===== src/rtl/alu_seq_pkg.sv =====
// Shared encodings for the alu instruction sequencer: instruction classes, branch
// conditions, ALU op constants, flag bit positions and the sequencer state enum.
package alu_seq_pkg;

  localparam logic [1:0] CL_ALU  = 2'b00;
  localparam logic [1:0] CL_BR   = 2'b01;
  localparam logic [1:0] CL_NOP  = 2'b10;
  localparam logic [1:0] CL_HALT = 2'b11;

  localparam logic [1:0] COND_ALWAYS = 2'b00;
  localparam logic [1:0] COND_Z      = 2'b01;
  localparam logic [1:0] COND_C      = 2'b10;
  localparam logic [1:0] COND_N      = 2'b11;

  // op 000 is the "no instruction" code: the alu does not write back on it
  localparam logic [2:0] OP_NONE = 3'b000;

  // flags word layout is {C,V,Z,N}
  localparam int FLAG_C = 3;
  localparam int FLAG_V = 2;
  localparam int FLAG_Z = 1;
  localparam int FLAG_N = 0;

  typedef enum logic [2:0] {
    ST_IDLE   = 3'd0,
    ST_FETCH  = 3'd1,
    ST_DECODE = 3'd2,
    ST_EXEC   = 3'd3,
    ST_FLAGS  = 3'd4,
    ST_HALT   = 3'd5
  } state_t;

endpackage


===== src/rtl/alu_seq_cond.sv =====
// Branch-condition evaluator: decides whether a BR instruction is taken from the
// condition field and the currently held {C,V,Z,N} flags.
module alu_seq_cond
  import alu_seq_pkg::*;
(
  input  logic [1:0] cond,
  input  logic [3:0] flags,
  output logic       taken
);

  always_comb begin
    taken = 1'b1;
    case (cond)
      COND_ALWAYS: taken = 1'b1;
      COND_Z:      taken = flags[FLAG_Z];
      COND_C:      taken = flags[FLAG_C];
      COND_N:      taken = flags[FLAG_N];
      default:     taken = 1'b1;
    endcase
  end

endmodule


===== src/rtl/alu_seq.sv =====
// Instruction sequencer for the alu block: fetches from a 1-cycle sync program memory,
// issues ALU ops for one cycle, captures the alu's registered flags and runs branches.
module alu_seq
  import alu_seq_pkg::*;
#(
  parameter int PC_W     = 8,
  parameter int START_PC = 0
) (
  input  logic            clk,
  input  logic            rst_n,
  input  logic            start,
  output logic            busy,
  output logic            done,
  output logic [PC_W-1:0] prog_addr,
  output logic            prog_rd,
  input  logic [15:0]     prog_data,
  output logic [2:0]      op,
  output logic [2:0]      a_addr,
  output logic [2:0]      b_addr,
  output logic [7:0]      const_o,
  output logic            cin,
  output logic            zero_in,
  input  logic            alu_cout,
  input  logic            alu_ovf,
  input  logic            alu_zero,
  input  logic            alu_neg,
  output logic [3:0]      flags
);

  localparam logic [PC_W-1:0] START = PC_W'(START_PC);

  state_t          state_q, state_d;
  logic [PC_W-1:0] pc_q, pc_d, pc_inc;
  logic [3:0]      flags_q, flags_d;
  logic            busy_q, busy_d;
  logic            done_q, done_d;
  logic            prog_rd_q, prog_rd_d;
  logic [2:0]      op_q, op_d;
  logic [2:0]      a_q, a_d;
  logic [2:0]      b_q, b_d;
  logic            cin_q, cin_d;
  logic            zero_in_q, zero_in_d;
  logic            taken;

  // Flags here are the ones held while the branch sits in DECODE.
  alu_seq_cond u_cond (
    .cond  (prog_data[13:12]),
    .flags (flags_q),
    .taken (taken)
  );

  assign pc_inc = pc_q + PC_W'(1);

  // Every output is a flop, so each value is computed one state ahead of where it shows.
  always_comb begin
    state_d   = state_q;
    pc_d      = pc_q;
    flags_d   = flags_q;
    busy_d    = busy_q;
    done_d    = 1'b0;
    prog_rd_d = 1'b0;
    op_d      = OP_NONE;
    a_d       = 3'd0;
    b_d       = 3'd0;
    cin_d     = 1'b0;
    zero_in_d = 1'b1;
    case (state_q)
      ST_IDLE: begin
        if (start) begin
          pc_d      = START;
          busy_d    = 1'b1;
          prog_rd_d = 1'b1;
          state_d   = ST_FETCH;
        end
      end
      ST_FETCH: state_d = ST_DECODE;
      ST_DECODE: begin
        case (prog_data[15:14])
          CL_ALU: begin
            op_d      = prog_data[13:11];
            a_d       = prog_data[10:8];
            b_d       = prog_data[7:5];
            cin_d     = prog_data[4] & flags_q[FLAG_C];
            zero_in_d = prog_data[3] ? flags_q[FLAG_Z] : 1'b1;
            state_d   = ST_EXEC;
          end
          CL_BR: begin
            pc_d      = taken ? prog_data[PC_W-1:0] : pc_inc;
            prog_rd_d = 1'b1;
            state_d   = ST_FETCH;
          end
          CL_NOP: begin
            pc_d      = pc_inc;
            prog_rd_d = 1'b1;
            state_d   = ST_FETCH;
          end
          default: begin
            done_d  = 1'b1;
            state_d = ST_HALT;
          end
        endcase
      end
      ST_EXEC: state_d = ST_FLAGS;
      ST_FLAGS: begin
        flags_d   = {alu_cout, alu_ovf, alu_zero, alu_neg};
        pc_d      = pc_inc;
        prog_rd_d = 1'b1;
        state_d   = ST_FETCH;
      end
      ST_HALT: begin
        busy_d  = 1'b0;
        state_d = ST_IDLE;
      end
      default: state_d = ST_IDLE;
    endcase
  end

  always_ff @(posedge clk or negedge rst_n) begin
    if (!rst_n) begin
      state_q   <= ST_IDLE;
      pc_q      <= START;
      flags_q   <= 4'd0;
      busy_q    <= 1'b0;
      done_q    <= 1'b0;
      prog_rd_q <= 1'b0;
      op_q      <= OP_NONE;
      a_q       <= 3'd0;
      b_q       <= 3'd0;
      cin_q     <= 1'b0;
      zero_in_q <= 1'b1;
    end else begin
      state_q   <= state_d;
      pc_q      <= pc_d;
      flags_q   <= flags_d;
      busy_q    <= busy_d;
      done_q    <= done_d;
      prog_rd_q <= prog_rd_d;
      op_q      <= op_d;
      a_q       <= a_d;
      b_q       <= b_d;
      cin_q     <= cin_d;
      zero_in_q <= zero_in_d;
    end
  end

  assign busy      = busy_q;
  assign done      = done_q;
  assign prog_addr = pc_q;
  assign prog_rd   = prog_rd_q;
  assign op        = op_q;
  assign a_addr    = a_q;
  assign b_addr    = b_q;
  assign const_o   = 8'h00;
  assign cin       = cin_q;
  assign zero_in   = zero_in_q;
  assign flags     = flags_q;

endmodule


===== config.mk =====
export PLATFORM = sky130hd
export DESIGN_NAME = alu_seq
export DESIGN_NICKNAME = d
export VERILOG_FILES = /design/src/rtl/alu_seq_pkg.sv /design/src/rtl/alu_seq_cond.sv /design/src/rtl/alu_seq.sv
export SDC_FILE = /design/constraint.sdc
export NUM_CORES = 1
export LEC_CHECK = 0
export BUFFER_PORTS_ARGS = -buffer_cell sky130_fd_sc_hd__buf_2
export CAP_MARGIN = 20
export CORE_ASPECT_RATIO = 1.25
export CORE_UTILIZATION = 35
export CTS_BUF_LIST = sky130_fd_sc_hd__clkbuf_2 sky130_fd_sc_hd__clkbuf_4 sky130_fd_sc_hd__clkbuf_8
export DETAILED_ROUTE_END_ITERATION = 12
export PLACE_DENSITY = 0.65
export REMOVE_ABC_BUFFERS = 1
export SLEW_MARGIN = 30
export SYNTH_ARGS = -nofsm -noshare
export SYNTH_HDL_FRONTEND = slang
export SYNTH_SLANG_ARGS = --single-unit

===== constraint.sdc =====
create_clock -name clk -period 2.06 [get_ports clk]
set_input_delay 0 -clock clk [delete_from_list [all_inputs] [get_ports clk]]
set_output_delay 0 -clock clk [all_outputs]
set_load 0.03 [all_outputs]

=== Word level (Yosys, flattened, before mapping) ===
Cells that the tools add are included.

* Register bits: 29
* Logic and storage cells: 60
* Output and inout port bits: 34
* Input port bits: 23

* Reductions and logical operators: 9
* Add/subtract/negate cells: 1
* Equal/unequal tests: 12
* Bitwise operators: 1
* Multiplexer cells: 26

{| class="wikitable"
|+ Operators by type and width
! kind !! count
|-
| $pmux W8 S3 || 1
|-
| $mux W3 || 7
|-
| $mux W8 || 2
|-
| $pmux W8 S2 || 1
|-
| $pmux W3 S5 || 1
|-
| $mux W1 || 10
|-
| $add A8 B1 Y8 const B || 1
|-
| $eq A2 B2 Y1 const B || 3
|-
| $eq A3 B2 Y1 const B || 2
|-
| $eq A3 B3 Y1 const B || 2
|-
| $pmux W3 S2 || 1
|-
| $eq A2 B1 Y1 const B || 2
|-
| $logic_not A2 Y1 || 2
|-
| $pmux W1 S4 || 1
|-
| $eq A3 B1 Y1 const B || 1
|-
| $logic_not A3 Y1 || 1
|-
| $ne A3 B3 Y1 const B || 1
|-
| $pmux W1 S3 || 1
|-
| $reduce_and A3 Y1 || 1
|-
| $reduce_bool A3 Y1 || 1
|-
| $reduce_or A3 Y1 || 1
|-
| $ne A2 B2 Y1 const B || 1
|-
| $pmux W1 S2 || 1
|-
| $reduce_and A2 Y1 || 1
|-
| other kinds (3) || 3
|}

=== Longest topological paths before layout ===
Gate-level depths: netlist of the first run.

* Depth in word-level cells: 5
* Mapped depth: 9
* Gate-level depth less buffers: 8

=== Cells and area by module ===
A second synthesis of the first run with hierarchy kept.

* Cells, all modules: 142
* Area total of the unflattened synthesis: 1498.9 µm²

{| class="wikitable"
|+ By module, submodules not included
! module !! cells an instance !! times used !! area an instance (µm²) !! seq. area each (µm²)
|-
| alu_seq || 139 || 1 || 1471.4 || 726.9
|-
| alu_seq_cond || 3 || 1 || 27.5 || 0.0
|}

=== Least setup slack after synthesis of the first run ===
No wires, ideal clock.

* Kind: reg-to-reg
* Start point: reg flags_q[3], in the netlist flags[3]
* End point: reg pc_q[4], in the netlist prog_addr[4]
* Path buffers: 1
* Arrival time: 1.653 ns
* Stages on the path, launching flop included: 7
* Required time: 1.934 ns
* Slack: 0.281 ns
* Setup time: 0.126 ns
* Period minus slack after synthesis: 1.779 ns
* Cell sequence: dfrtp_1 -> mux2i_1 -> a211o_4 -> a21oi_4 -> buf_6 -> o21ai_1 -> a221o_1

* Longest elaborated chain between the ends: 4

{| class="wikitable"
|+ Ends and longest elaborated chain
! what !! RTL line !! source
|-
| start: declaration || alu_seq.sv:34 || <nowiki>logic [3:0] flags_q, flags_d;</nowiki>
|-
| start signal: assignment || alu_seq.sv:134 || <nowiki>flags_q <= flags_d;</nowiki>
|-
| $pmux W1 S4 || alu_seq_cond.sv:13 || <nowiki>case (cond)</nowiki>
|-
| $mux W8 || alu_seq.sv:88 || <nowiki>pc_d = taken ? prog_data[PC_W-1:0] : pc_inc;</nowiki>
|-
| $pmux W8 S2 || alu_seq.sv:78 || <nowiki>case (prog_data[15:14])</nowiki>
|-
| $pmux W8 S3 || alu_seq.sv:67 || <nowiki>case (state_q)</nowiki>
|-
| end signal: assignment || alu_seq.sv:133 || <nowiki>pc_q <= pc_d;</nowiki>
|-
| end: declaration || alu_seq.sv:33 || <nowiki>logic [PC_W-1:0] pc_q, pc_d, pc_inc;</nowiki>
|}

Every way passes these cells.
A chain may end at the register's enable or synchronous reset.

=== Final worst setup path of the first run ===
* Start point: in prog_data[12]
* End point: reg pc_q[3], in the netlist prog_addr[3]

* Longest elaborated chain between the ends: 5
* Elaborated cells on any way between the ends: 8
* Those cells by class: 3 x eq/ne; 4 x mux; 1 x reduce/logical

{| class="wikitable"
|+ Ends and longest elaborated chain
! what !! RTL line !! source
|-
| start: declaration || alu_seq.sv:16 || <nowiki>input logic [15:0] prog_data,</nowiki>
|-
| $eq A2 B2 Y1 (tied with other cells) || alu_seq_cond.sv:13 ||
|-
| $pmux W1 S4 (*) || alu_seq_cond.sv:13 ||
|-
| $mux W8 (*) || alu_seq.sv:88 ||
|-
| $pmux W8 S2 (*) || alu_seq.sv:78 ||
|-
| $pmux W8 S3 (*) || alu_seq.sv:67 ||
|}

Every way passes the cells marked *; elsewhere a longest branch is shown, timed or not.

==> results.md, run 1 <==
CTS:
- The count of H-tree levels built during CTS is 2.
- The tree built by TritonCTS fans out to 29 sinks.
- After clock tree synthesis, the clock-pin slew on the worst setup and hold paths is approximately 0.060 ns.
- The post-CTS setup buffer count is 0.
- The CTS tree is yes.
- The CTS buffer count is 5.
- The maximum number of buffers from clock root to sink is 2.
- In this run the clock root is driven by a clkbuf_8.
- The clock reaches the later pin of the worst-skew pair after 0.28 ns.

Timing:
- The final number of max-transition violations is 0.
- The worst-case headroom to the max-slew limit is about three fifths.
- The worst-margin pin slew is around 0.63 ns.
- The clock period could shrink to 1.75 ns.
- The maximum clock frequency is between 0.5 and 0.6 GHz.
- The final number of hold-violating endpoints is 0.
- The clock skew is ~0.0040 ns.
- Setup repair after global routing left no endpoint under its margin.
- Final hold analysis gives a worst-case slack of between 0.00003 and 0.00004 ns.
- Adding up every negative setup slack in the final design gives 0 ns.
- In the finished design, the share of the clock period the worst path needs comes to between 80 and 90%.
- Setup violations remaining at the end of the flow were counted as 0.

Setup path:
- Traced cell by cell, the critical path runs through dlygate4sd3_1 -> buf_2 -> mux2i_1 -> a211o_4 -> a21oi_4 -> o21ai_1 -> a221o_1.
- The data arrival time of the critical path is roughly 1.9 ns.
- The largest fanout of any net on the critical path is 11.
- Data on the critical path is required at its endpoint by 2.23 ns.
- The type of the setup path with the least slack is input pin to flip-flop.
- The endpoint class of the critical path is a flip-flop.
- The largest single stage delay on the critical path is around 0.54 ns.
- The slowest cell on the critical path is dlygate4sd3_1.
- The category of the worst setup path launch point is an input pin.

Finish:
- In the final layout, flip-flops and latches occupy just over 700 µm².
- The fill cell total of the finished layout is approximately 360.
- From synthesis to final layout, the design area changed by 34.9%.
- The area of combinational cells with multiple inputs is between 600 and 700 µm².
- Of the cells placed in the final design, the portion with a size suffix greater than 1 is between 30% and 40%.
- The net total in the final layout is 220.
- The antenna cell count is 0.

Synthesis:
- The mean instance size in the synthesized netlist is 11.3 µm².
- The unique cell type count in the Yosys netlist is 41.
- Summing the sequential cell areas from Yosys gives about half of the chip area.
- The async set or reset register ratio after synthesis is 100%.
- In this run the cell area of the synthesized design comes to 1440 µm².
- The share of the synthesized area in the top cell type is about 49%.
- Of all cell types, the one taking the most synthesized area is dfrtp_1.
- For this run, the number of Yosys warnings is 0.
- The synthesized instance count is around 130.
- Counting flops with a built-in enable in the synthesized netlist gives 0.
- After synthesis, the cell types taking the most area are dfrtp_1, and3_1, a221o_1.
- The flip-flop and latch count after synthesis is 29.
- The commonest register cell after synthesis is dfrtp_1.

Power and ir drop:
- Of the total power, the share spent switching nets is 42.5%.
- Cell internal power was estimated by the tool at 0.00130 W.
- The static leakage is slightly above 1 nW.
- Of the total power, combinational logic draws roughly 40%.
- For this design the ratio of total power to cell area is 1160 nW/µm².
- Across the VDD grid, the largest voltage drop is about 0.34 mV.
- The part of the power in registers is ~39%.
- The power share of the clock group is 20.6%.
- In this run the power spent charging and discharging nets is about 0.00096 W.

Placement:
- The global placement routability congestion is 0.767.
- The detailed placer's ending HPWL is between 2000 and 2500 µm.
- During placement, the flow inserted port buffers numbering 48.

Route:
- The routed layout has about 1200 vias.
- The number of remaining DRC errors is 0.
- Dividing the detail-routed via count by the number of cells gives just under 5.
- The average routed wire per standard cell is ~13 µm.
- Before antenna repair, the detailed router went through 4 iterations.
- For this block, the initial DRC count from the detailed router was 42.
- The final layout contains routed wiring with a total length of between 3000 and 4000 µm.
- The post-detailed-route count of antenna-violating nets is 0.

Global route:
- Entering global routing, the biggest net connects 30 pins.
- Global routing used about 17% of the available tracks.
- After global routing the overflow that remains totals 0.
- The initial antenna violation count is 0.
- The number of global-route vias before repair is between 1000 and 1500.
- The first-pass GRT wire length is 5530 µm.

Floorplan:
- The initialized floorplan defines 25 standard-cell rows.
- The chip width is 59.5 µm.
- The die height is ~74 µm.
- Once the floorplan was initialized, standard cells occupied between 30% and 40% of the core.
- The area enclosed by the die boundary is approximately 4400 µm².
- The boundary pin count is 57.
- In this run the standard cell core region covers slightly below 4000 µm².

Outcome:
- The flow ran to the end, and the final reports show no timing, DRC or antenna violations.

Worst hold path:
- The path class of the tightest hold or removal check is input pin to flip-flop.

Flow run:
- The max-cap violation count is 0.
==> cell type report <==
cell class	instances	share of cell area (%)
Inverter	3	0.578
Tap cell	54	3.47
Timing Repair Buffer	67	22.0
Clock buffer	6	3.92
Multi-Input combinational cell	87	32.2
Clock inverter	2	0.514
Sequential cell	29	37.3
==> final timing paths <==
kind                               start            to  slack (ns)  cells after the start
min in group asynchronous          rst_n     a_addr[2]        0.29                      2
hold reg to reg                 flags[2]      flags[2]        0.50                      1
hold / removal              prog_data[0]  prog_addr[0]     0.00004                      3
setup reg to reg                flags[3]  prog_addr[3]        0.34                      5
max in group asynchronous          rst_n          busy        1.36                      2
setup / recovery           prog_data[12]  prog_addr[3]        0.31                      7
==> what timing repair did <==
item,CTS,global route
setup endpoints to repair,0,0
hold buffers,18,0
gates resized for setup,0,0
endpoints found under the hold margin,49,0
==> synth_stat cells (all sizes together), types with 3 or more instances <==
master	n
ha	4
buf	14
and3	14
nand3b	3
a21oi	3
nor2	4
and2	3
dfrtp	28
mux2	4
nor3b	3
nor4b	4
inv	3
nand2	4
o21ai	7
a221o	6
nor3	3
==> cell families (layout without fill, tap and decap cells) <==
| group | after synthesis | count (layout) | share of synthesized area (%) |
|---|---|---|---|
| adder cells (fa/ha/maj) | 4 | 4 | 3.47 |
| AO/OA/AOI/OAI | 24 | 24 | 13.7 |
| flip-flops | 29 | 29 | 50.3 |
| buffers and inverters | 19 | 78 | 7.97 |
| other | 1 | 8 | 0.260 |
| AND/OR/NAND/NOR | 45 | 45 | 19.8 |
| multiplexers | 6 | 6 | 4.51 |
==> routing by layer <==
metal	vias to the layer above	global-route usage, %	routed length (µm)
met5	-	0	0
met4	0	10.1	72
met3	8	3.35	175
met2	49	30.5	1730
met1	571	18.8	1350
li1	579	-	-
==> registers in the layout (all words and copies together) (netlist names) <==
register / flops
prog_rd: 1
a_addr: 3
b_addr: 3
done: 1
zero_in: 1
flags: 4
op: 3
busy: 1
state_q: 3
cin: 1
prog_addr: 8
==> metrics by stage <==
stage / std cells / instance area, µm² / worst slack, ns / util (%) / total power (W)
floorplan: 119 / 1370 / 0.281 / - / 0.00148
global placement: 222 / 1680 / 0.408 / 43.4 / 0.00174
detailed placement: 222 / 1680 / 0.340 / 43.4 / 0.00177
CTS: 248 / 1950 / 0.317 / 50.2 / 0.00227
global route: 248 / 1950 / 0.201 / 50.2 / 0.00240
finish: 248 / 1950 / 0.309 / 50.2 / 0.00225
==> worst max-delay path: cells and delay by family <==
kind / cells / cell delay, ns
buf+inv: 2 / 0.68
mux: 1 / 0.12
compound gates: 4 / 1.11
==> layout by cell type (no fill, tap or decap), types with 2 or more instances in the layout <==
master	Yosys	layout
nor3b_1	2	2
and2_1	3	3
mux2_1	3	3
buf_2	5	48
dfrtp_1	28	28
clkinv_2	0	2
a221o_1	6	6
dlygate4sd3_1	0	18
o21ai_1	6	6
clkbuf_8	0	5
nand3b_1	3	3
nand2b_1	2	2
nand2_1	4	4
nor4b_1	4	4
a21oi_1	2	2
and3_1	14	14
nand3_1	2	2
nor2_1	4	4
mux2i_1	2	2
nor3_1	2	2
conb_1	1	8
inv_1	2	2
ha_1	4	4
==> power by group through the flow <==
| stage | Clock [W] | Sequential (W) | Combinational [W] |
|---|---|---|---|
| after floorplan | 0 | 0.00107 | 0.000409 |
| after global placement | 0 | 0.000870 | 0.000873 |
| after detailed placement | 0 | 0.000878 | 0.000895 |
| after CTS | 0.000478 | 0.000867 | 0.000923 |
| after global routing | 0.000495 | 0.000902 | 0.00100 |
| final | 0.000465 | 0.000871 | 0.000918 |
Power figures use the tool's default switching activity.
==> run 2: changes to the inputs <==
Settings changed: ABC_AREA set to 1, PLACE_DENSITY 0.65 to 0.66.
Clock period 2.06 ns to 1.5 ns, I/O delays scaled along.
==> results.md, run 2 <==
Finish:
- The number of flip-flops in the largest register is 8.
- Leaving out fill and tap cells, the most frequent cells in the layout are buf_2, nand2_1, nor2_1, dfrtp_1, inv_1.
- The net total in the final layout is 306.
- In the final layout, the share of cells above drive strength 1 is between 30% and 40%.
- The repair_antennas step left the layout with diodes totalling 0.
- Relative to the synthesized area, the layout overhead comes to 35.4%.
- Leaving out fill and tap cells, the most frequent cell in the layout is buf_2.

Synthesis:
- Among all flip-flop cells after synthesis, the most frequent one is dfrtp_1.
- nand2_1 is the most common cell in the netlist.
- The adder-cell share of the synthesized area is about 3.1%.
- The synthesized netlist devotes approximately 5.5% of its cell area to compound gates.
- Of all cell types, the one taking the most synthesized area is dfrtp_1.
- The synthesized design contains 0 enable-type register cells.
- The synthesis warning total is 0.
- The netlist uses 26 different library cells.
- In this run the mean area of a mapped cell was 7.96 µm².
- In this run, synthesis produced a sequential element count of 29.
- The commonest cells after synthesis are nand2_1, nor2_1, dfrtp_1.
- The share of the synthesized area in the top cell type is 43.4%.
- The xor-xnor portion of the synthesized cell area is under 10%.
- The synthesized instance count is a little over 200.
- The synthesized netlist occupies a cell area of around 1600 µm².
- The proportion of synthesized chip area in sequential cells is between 40 and 50%.
- After synthesis, the largest family of logic cells by area is simple AND/OR/NAND/NOR gates.
- The portion of netlist area occupied by mux cells is 0%.
- The simple logic cell fraction of the synthesized area is 32.8%.
- Ranked by total cell area, the synthesized netlist is headed by dfrtp_1, nand2_1, nor2_1.
- The async set or reset register ratio after synthesis is between 90% and 100%.

CTS:
- After clock tree synthesis, the clock-pin slew on the worst setup and hold paths is approximately 0.06 ns.
- The post-CTS setup buffer count is 0.
- The buffer type at the clock tree root is clkbuf_8.
- The clock insertion delay at the later pin of the skew report is around 0.28 ns.
- The CTS tree is yes.
- The count of H-tree levels built during CTS is 2.
- The number of clock sinks is 29.
- The maximum number of buffers from clock root to sink is 2.
- The number of clock buffers added by TritonCTS is 5.

Timing:
- The final number of hold-violating endpoints is 0.
- Setup repair after global routing left no endpoint under its margin.
- Across the routed clock network, the largest skew measured is ~0.0067 ns.
- Measured against its own limit, the worst slew margin works out to roughly 58%.
- Setup violations remaining at the end of the flow were counted as 0.
- The maximum clock frequency is ~0.71 GHz.
- The worst path needs about 1.4 ns of the cycle, external delays included.
- Summed over all failing endpoints, the final setup total negative slack is 0 ns.
- For the pin with the worst max-slew slack, the measured transition is between 0.6 and 0.7 ns.
- The final number of max-transition violations is 0.
- The part of the cycle the worst path needs is 93.3%.

Floorplan:
- In this run the core area contains 27 standard-cell rows.
- The boundary pin count is 57.
- The floorplan step set the die width to 62.8 µm.
- The total area inside the core boundary comes to roughly 4400 µm².
- The area enclosed by the die boundary is approximately 4900 µm².
- The initial cell density of the core is ~36%.
- The die is 78.0 µm tall.

Setup path:
- The worst register-to-register path has a depth of 8.
- The maximum single-stage delay on the critical path is 0.39 ns.
- The endpoint class of the critical path is a flip-flop.
- The worst register-to-register path begins at state_q[2].
- The first element of the critical path is state_q[2].
- The slowest cell on the critical path is dfrtp_1.
- The most used cell along the critical path is nand2_2.
- For the worst setup path, the data required time is ~1.7 ns.
- The setup path with the least slack is of type flip-flop to flip-flop.
- The worst flop-to-flop path endpoint is prog_addr[5].
- The buffering stage count on the worst path with inverters included is 2.
- Counting buffers and inverters, the worst setup path is 8 cells deep.
- The signal on the critical path passes through inv_2 -> nand3_4 -> nand2_2 -> nand2_2 -> nor2_4 -> nand2_1 -> inv_1 -> a21oi_2.
- Data arrives at the worst endpoint at between 1.5 and 2 ns.
- The kind of cell with the highest combined delay on the critical path is simple AND/OR/NAND/NOR gates.
- STA classifies the critical path startpoint as a flip-flop.
- The flop-to-flop setup slack is 0.10 ns.
- The largest fanout of any net on the critical path is 11.

Route:
- The overall via count from detail_route is between 1500 and 2000.
- The final wirelength is around 3700 µm.
- The number of DRC violations after detailed-routing iteration 0 is 52.
- After detailed routing, the average wire length per cell comes to approximately 11 µm.
- The number of detailed-route iterations in the first pass is 4.
- The post-detailed-route count of antenna-violating nets is 0.
- For this run, design rule violations remaining after detail routing come to 0.
- Using the TritonRoute via totals, the vias-per-cell ratio works out to about 4.5.

Worst hold path:
- The worst hold path stage count is 2.
- The worst hold path terminates at busy.
- The class of the worst hold path is input pin to flip-flop.
- The worst hold path begins at start.

Power and ir drop:
- For this design the total switching power over the nets is ~0.0020 W.
- The power share of the clock group is 15.8%.
- The design internal power is 0.00218 W.
- The power after layout is around 0.0042 W.
- The static leakage is 1.19 nW.
- Net switching is 47.8% of the power.
- The share of total power dissipated in sequential elements is a little over 30%.
- The share of total power dissipated in combinational logic is 53.9%.
- The power per cell area is 1910 nW/µm².
- The worst-case vdd ir drop is approximately 1.0 mV.

Placement:
- Routability-driven placement finished with a final weighted congestion of 0.829.
- The number of port buffers is 48.
- The detailed placer's ending HPWL is between 2000 and 3000 µm.

Global route:
- The initial antenna violation count is 0.
- In the global route stage, overall resource usage came out at between 10% and 20%.
- The total overflow left after global routing is 0.
- The number of global-route vias before repair is between 1000 and 1500.
- The first global-routing pass estimated slightly above 6000 µm of wire.
- Entering global routing, the biggest net connects 30 pins.

Outcome:
- The flow ran to the end, and the final reports show no timing, DRC or antenna violations.

Flow run:
- The max-cap violation count is 0.
==> run 2: cell count changes after synthesis, sizes merged, moves of 4 or more <==
cell	before	now
nand2	4	50
nor2	4	38
inv	3	28
nand3	2	24
and3	14	0
a221o	6	0
o21ai	7	1
a21oi	3	8
buf	14	9
mux2	4	0
nor4b	4	0
==> run 2: logic make-up (layout without fill, tap and decap cells) <==
kind of cell,Yosys count,after routing
and+or+nand+nor,116,116
xor gates and xnor gates,4,4
DFF,29,29
other,1,8
adders and majority gates,4,4
buffers and inverters,38,108
AOI/OAI and AO/OA,11,11
==> run 2: through the flow <==
stage	std cells	setup WS [ns]	utilization [%]	hold WS [ns]	area, µm²
floorplan	201	0.0514	-	-0.296	1570
finish	338	0.100	49.4	0.0319	2190
global route	338	0.00285	49.4	0.0473	2190
detailed placement	314	0.0928	43.7	0.0627	1940
CTS	338	0.0883	49.4	0.0198	2190
global placement	314	0.129	43.7	0.0622	1940
==> run 2: layer usage <==
layer	vias up	wire [µm]	share of wire, %	track usage [%]
li1	766	-	-	-
met1	709	1550	42	18.4
met2	47	1910	52	28.7
met3	6	189	5.1	4.12
met4	0	49	1.3	7.67
met5	-	0	0	0
==> run 2: worst max path at each step <==
stage,endpoint
2_1_floorplan,prog_addr[6]
3_3_place_gp,prog_addr[6]
3_5_place_dp,prog_addr[5]
4_1_cts,prog_addr[5]
5_1_grt,prog_addr[5]
6_report,prog_addr[5]
==> run 2: area by class of cell <==
cell class / instances / area, µm²
clock buffers: 8 / 91.3
fillers: 439 / 2240
inverters: 29 / 109
multi-input cells: 143 / 734
flip-flops and latches: 29 / 727
well taps: 58 / 72.6
repair buffers: 71 / 453
==> run 2: power by group through the flow <==
| stage | clock [W] | sequential, W | combinational, W |
|---|---|---|---|
| floorplan | 0 | 0.00168 | 0.00121 |
| detailed placement | 0 | 0.00128 | 0.00224 |
| global placement | 0 | 0.00129 | 0.00221 |
| CTS | 0.000675 | 0.00127 | 0.00228 |
| finish | 0.000659 | 0.00127 | 0.00225 |
| global route | 0.000709 | 0.00131 | 0.00250 |
==> run 2: timing repair <==
action	in CTS	in global routing
hold buffers	16	0
endpoints found under the hold margin	43	0
setup endpoints to repair	0	0
resized for setup	0	0
==> run 3: changes to the inputs <==
Settings changed: SYNTH_HIERARCHICAL set to 1.
==> results.md, run 3 <==
Timing:
- Setup violations remaining at the end of the flow were counted as 0.
- The final total negative setup slack is 0 ns.
- The minimum clock period after layout is roughly 1.4 ns.
- The final number of hold-violating endpoints is 0.
- The worst hold slack across all endpoints is roughly 0.056 ns.
- The final number of max-transition violations is 0.
- The clock skew is 0.0142 ns.
- The maximum clock frequency is about 0.74 GHz.
- For the pin with the worst max-slew slack, the measured transition is between 0.6 and 0.7 ns.
- The worst-case headroom to the max-slew limit is 56.8%.
- The part of the cycle the worst path needs is between 90% and 100%.
- Setup repair after global routing left no endpoint under its margin.

Worst hold path:
- The worst hold path passes through 5 cells.
- The startpoint of the worst hold path is prog_data[1].
- The class of the worst hold path is input pin to flip-flop.

Floorplan:
- During I/O placement, the number of pins put on the boundary was 57.
- The total number of placement rows is 26.
- The area enclosed by the die boundary is ~4800 µm².
- The die height is between 70 and 80 µm.
- The floorplan core area is ~4200 µm².
- The initial cell density of the core is 37.7%.
- The chip width is between 60 and 70 µm.

Route:
- Dividing the detail-routed wire length by the instance count gives approximately 11 µm.
- For this run, design rule violations remaining after detail routing come to 0.
- In this run, the number of DRC markers left after iteration 0 of detailed routing was 50.
- For this block, wires on met1 add up to between 1500 and 2000 µm.
- In the detailed route, the total length drawn on met3 is about 200 µm.
- The highest metal layer carrying signal wires in the routed design is met4.
- Summed over all layers, the routed wires come to ~3800 µm.
- The post-detailed-route count of antenna-violating nets is 0.
- The number of detailed-route iterations in the first pass is 4.
- The routed design uses roughly 1800 µm of met2 wire.
- The routed layout has between 1500 and 2000 vias.
- The via density per instance is 4.52.

CTS:
- TritonCTS built the clock tree.
- For the worst-skew pair, the clock arrives at the later sink with an insertion delay of just under 0.3 ns.
- The buffer type at the clock tree root is clkbuf_8.
- The CTS buffer count is 5.
- The number of clock sinks is 29.
- The longest clock path from root to sink contains 2 buffers.
- The clock-pin slew on the worst setup and hold paths is approximately 0.070 ns.
- The H-tree was split into 2 levels.

Setup path:
- The endpoint class of the critical path is a flip-flop.
- In this run the worst path has a maximum fanout of 11.
- STA classifies the critical path startpoint as a flip-flop.
- The maximum single-stage delay on the critical path is between 0.4 and 0.5 ns.
- The number of cells on the worst reg-to-reg path is 6.
- The critical path depth is 6.
- The slowest stage of the critical path belongs to the cell dfrtp_1.
- The type of the setup path with the least slack is flip-flop to flip-flop.
- In this design, the largest share of critical-path delay is due to simple AND/OR/NAND/NOR gates.
- The data required time at the worst endpoint is between 1.5 and 2 ns.
- The data arrival time of the critical path is 1.53 ns.
- Counting both buffers and inverters, the worst setup path holds a total of 0.
- The critical path goes through nor2_1 -> nand3_1 -> nand3_2 -> nor2_1 -> nand2_1 -> nand2_1.
- The source of the worst register-to-register timing path is state_q[0].
- The most critical setup path has its startpoint at state_q[0].

Synthesis:
- The commonest cells after synthesis are nand2_1, dfrtp_1, inv_1.
- The xor-xnor portion of the synthesized cell area is less than 1%.
- Of the synthesized area, sequential elements account for a little under half.
- After synthesis the netlist holds a flip-flop and latch count of 29.
- In the synthesized netlist the dominant register cell turns out to be dfrtp_1.
- The Yosys step of the flow raised 6 warnings.
- Dividing the synthesized area by the synthesized cell count gives slightly below 8 µm².
- In this run, synthesis inferred 0 flip-flops with an integrated enable.
- Of the post-synthesis cell area, the part taken by muxes is 0%.
- The synthesized instance count is 205.
- The synthesized netlist devotes approximately 34% of its cell area to simple gates.
- nand2_1 is the most common cell in the netlist.
- The synthesized design devotes to its leading area cell type 44.3% of total area.
- The cell area that synthesis handed to floorplanning was around 1600 µm².
- Sorting the synthesized cells by area gives the leading types as dfrtp_1, nand2_1, nand3_1.
- Summing the areas of all compound-gate instances in the mapped netlist gives under 10% of the synthesized area.
- The adder-cell share of the synthesized area is between 3 and 4%.
- After synthesis, the largest family of logic cells by area is simple AND/OR/NAND/NOR gates.
- Counting flops with an async set or reset pin after synthesis yields a share of 100%.
- The synthesized design spends more area on one cell type than any other, namely dfrtp_1.
- The unique cell type count in the Yosys netlist is 26.

Finish:
- In the layout the commonest cells are nand2_1, buf_2, dfrtp_1, inv_1, nand3_1.
- After filler insertion, the fill cell instance count of the layout stands at ~400.
- For this run, the share of the core covered by cells in the final layout is roughly 51%.
- The commonest non-fill, non-tap cell in the layout is nand2_1.
- The register with the most flip-flops in the layout has 8 of them.
- The repair_antennas step left the layout with diodes totalling 0.
- For this run, the post-layout net count is ~300.
- The share of final-layout standard cells stronger than drive strength 1 is 25.2%.
- The area added between synthesis and finish is 35.8%.

Global route:
- The residual overflow from global routing is 0.
- The number of global-route vias before repair is roughly 1400.
- The first-pass GRT wire length is just over 6000 µm.
- Entering global routing, the biggest net connects 30 pins.
- The initial antenna violation count came to 0.
- The global-route total usage across every layer is between 10% and 20%.

Placement:
- The number of port buffers is 48.
- Detailed placement finished with a half-perimeter wire length of about 2700 µm.
- The global placement routability congestion is approximately 0.80.

Power and ir drop:
- The worst-case vdd ir drop is a little over 1 mV.
- The share of total power dissipated in sequential elements is between 30% and 40%.
- The power per cell area is 1570 nW/µm².
- Combinational logic is responsible for between 40% and 50% of the overall power.
- The power share of the clock group is 25.6%.
- The static leakage is around 1.2 nW.
- For this design the total switching power over the nets is 0.00142 W.
- The switching part of the total power is a little over two fifths.
- The design internal power is between 0.0015 and 0.002 W.

Outcome:
- The flow ran to the end, and the final reports show no timing, DRC or antenna violations.

Flow run:
- The tool flagged a number of max-cap violations equal to 0.
run 3: cell count changes after synthesis, sizes merged, moves of 3 or more:
cell   delta
a21oi     -3
inv       -3
nand2    +23
xor2      -3
nor2     -16
run 3: timing repair:
| action | CTS | global route |
|---|---|---|
| buffers inserted | 0 | 0 |
| setup endpoints to repair | 0 | 5 |
| hold buffers | 16 | 0 |
| hold endpoints to repair | 43 | 0 |
| resized for setup | 0 | 1 |
run 3: logic make-up (layout without fill, tap and decap cells):
group / Yosys count / in the layout
and+or+nand+nor: 122 / 122
buffers and inverters: 35 / 101
DFF: 29 / 29
AOI/OAI and AO/OA: 13 / 13
adders and majority gates: 4 / 4
other: 1 / 8
xor gates and xnor gates: 1 / 1
run 3: power by group through the flow:
stage / Combinational (W) / Sequential, W / Clock, W
floorplan: 0.000673 / 0.00138 / 0
global placement: 0.00136 / 0.00112 / 0
detailed placement: 0.00138 / 0.00113 / 0
CTS: 0.00141 / 0.00111 / 0.000863
global route: 0.00155 / 0.00114 / 0.000900
finish: 0.00140 / 0.00111 / 0.000862
run 3: metal layers:
layer / global-route usage [%] / vias up
met5: 0 / -
met4: 7.91 / 0
met3: 5.06 / 5
met2: 27.6 / 49
met1: 19.9 / 693
li1: - / 763
run 3: worst reg2reg max path, delay by kind of cell, from the launching register on:
family	cells	cell delay (ns)
AND/OR/NAND/NOR	6	0.81
flip-flops	1	0.44
run 3: cell type report:
cell class | instances | area (µm²) | area share, %
well taps | 56 | 70.1 | 3.26
inverters | 25 | 93.8 | 4.37
flip-flops and latches | 29 | 727 | 33.8
repair buffers | 68 | 430 | 20.0
multi-input cells | 148 | 707 | 32.9
clock inverters | 2 | 37.5 | 1.75
clock buffers | 6 | 82.6 | 3.84
run 3: final timing paths:
| path | endpoint | slack, ns |
|---|---|---|
| setup / recovery | prog_addr[6] | 0.14 |
| hold / removal | prog_addr[1] | 0.06 |
| setup reg to reg | prog_addr[6] | 0.14 |
| hold reg to reg | flags[2] | 0.49 |
| max in group asynchronous | prog_addr[7] | 0.78 |
| min in group asynchronous | flags[0] | 0.29 |
run 3: through the flow:
| step | total power, W | cell area, µm² | cells | worst slack, ns |
|---|---|---|---|---|
| final | 0.00337 | 2150 | 334 | 0.140 |
| after global routing | 0.00359 | 2150 | 334 | 0.0338 |
| after CTS | 0.00339 | 2150 | 334 | 0.0928 |
| after detailed placement | 0.00250 | 1870 | 310 | 0.111 |
| after global placement | 0.00248 | 1870 | 310 | 0.163 |
| after floorplan | 0.00205 | 1530 | 202 | 0.0518 |
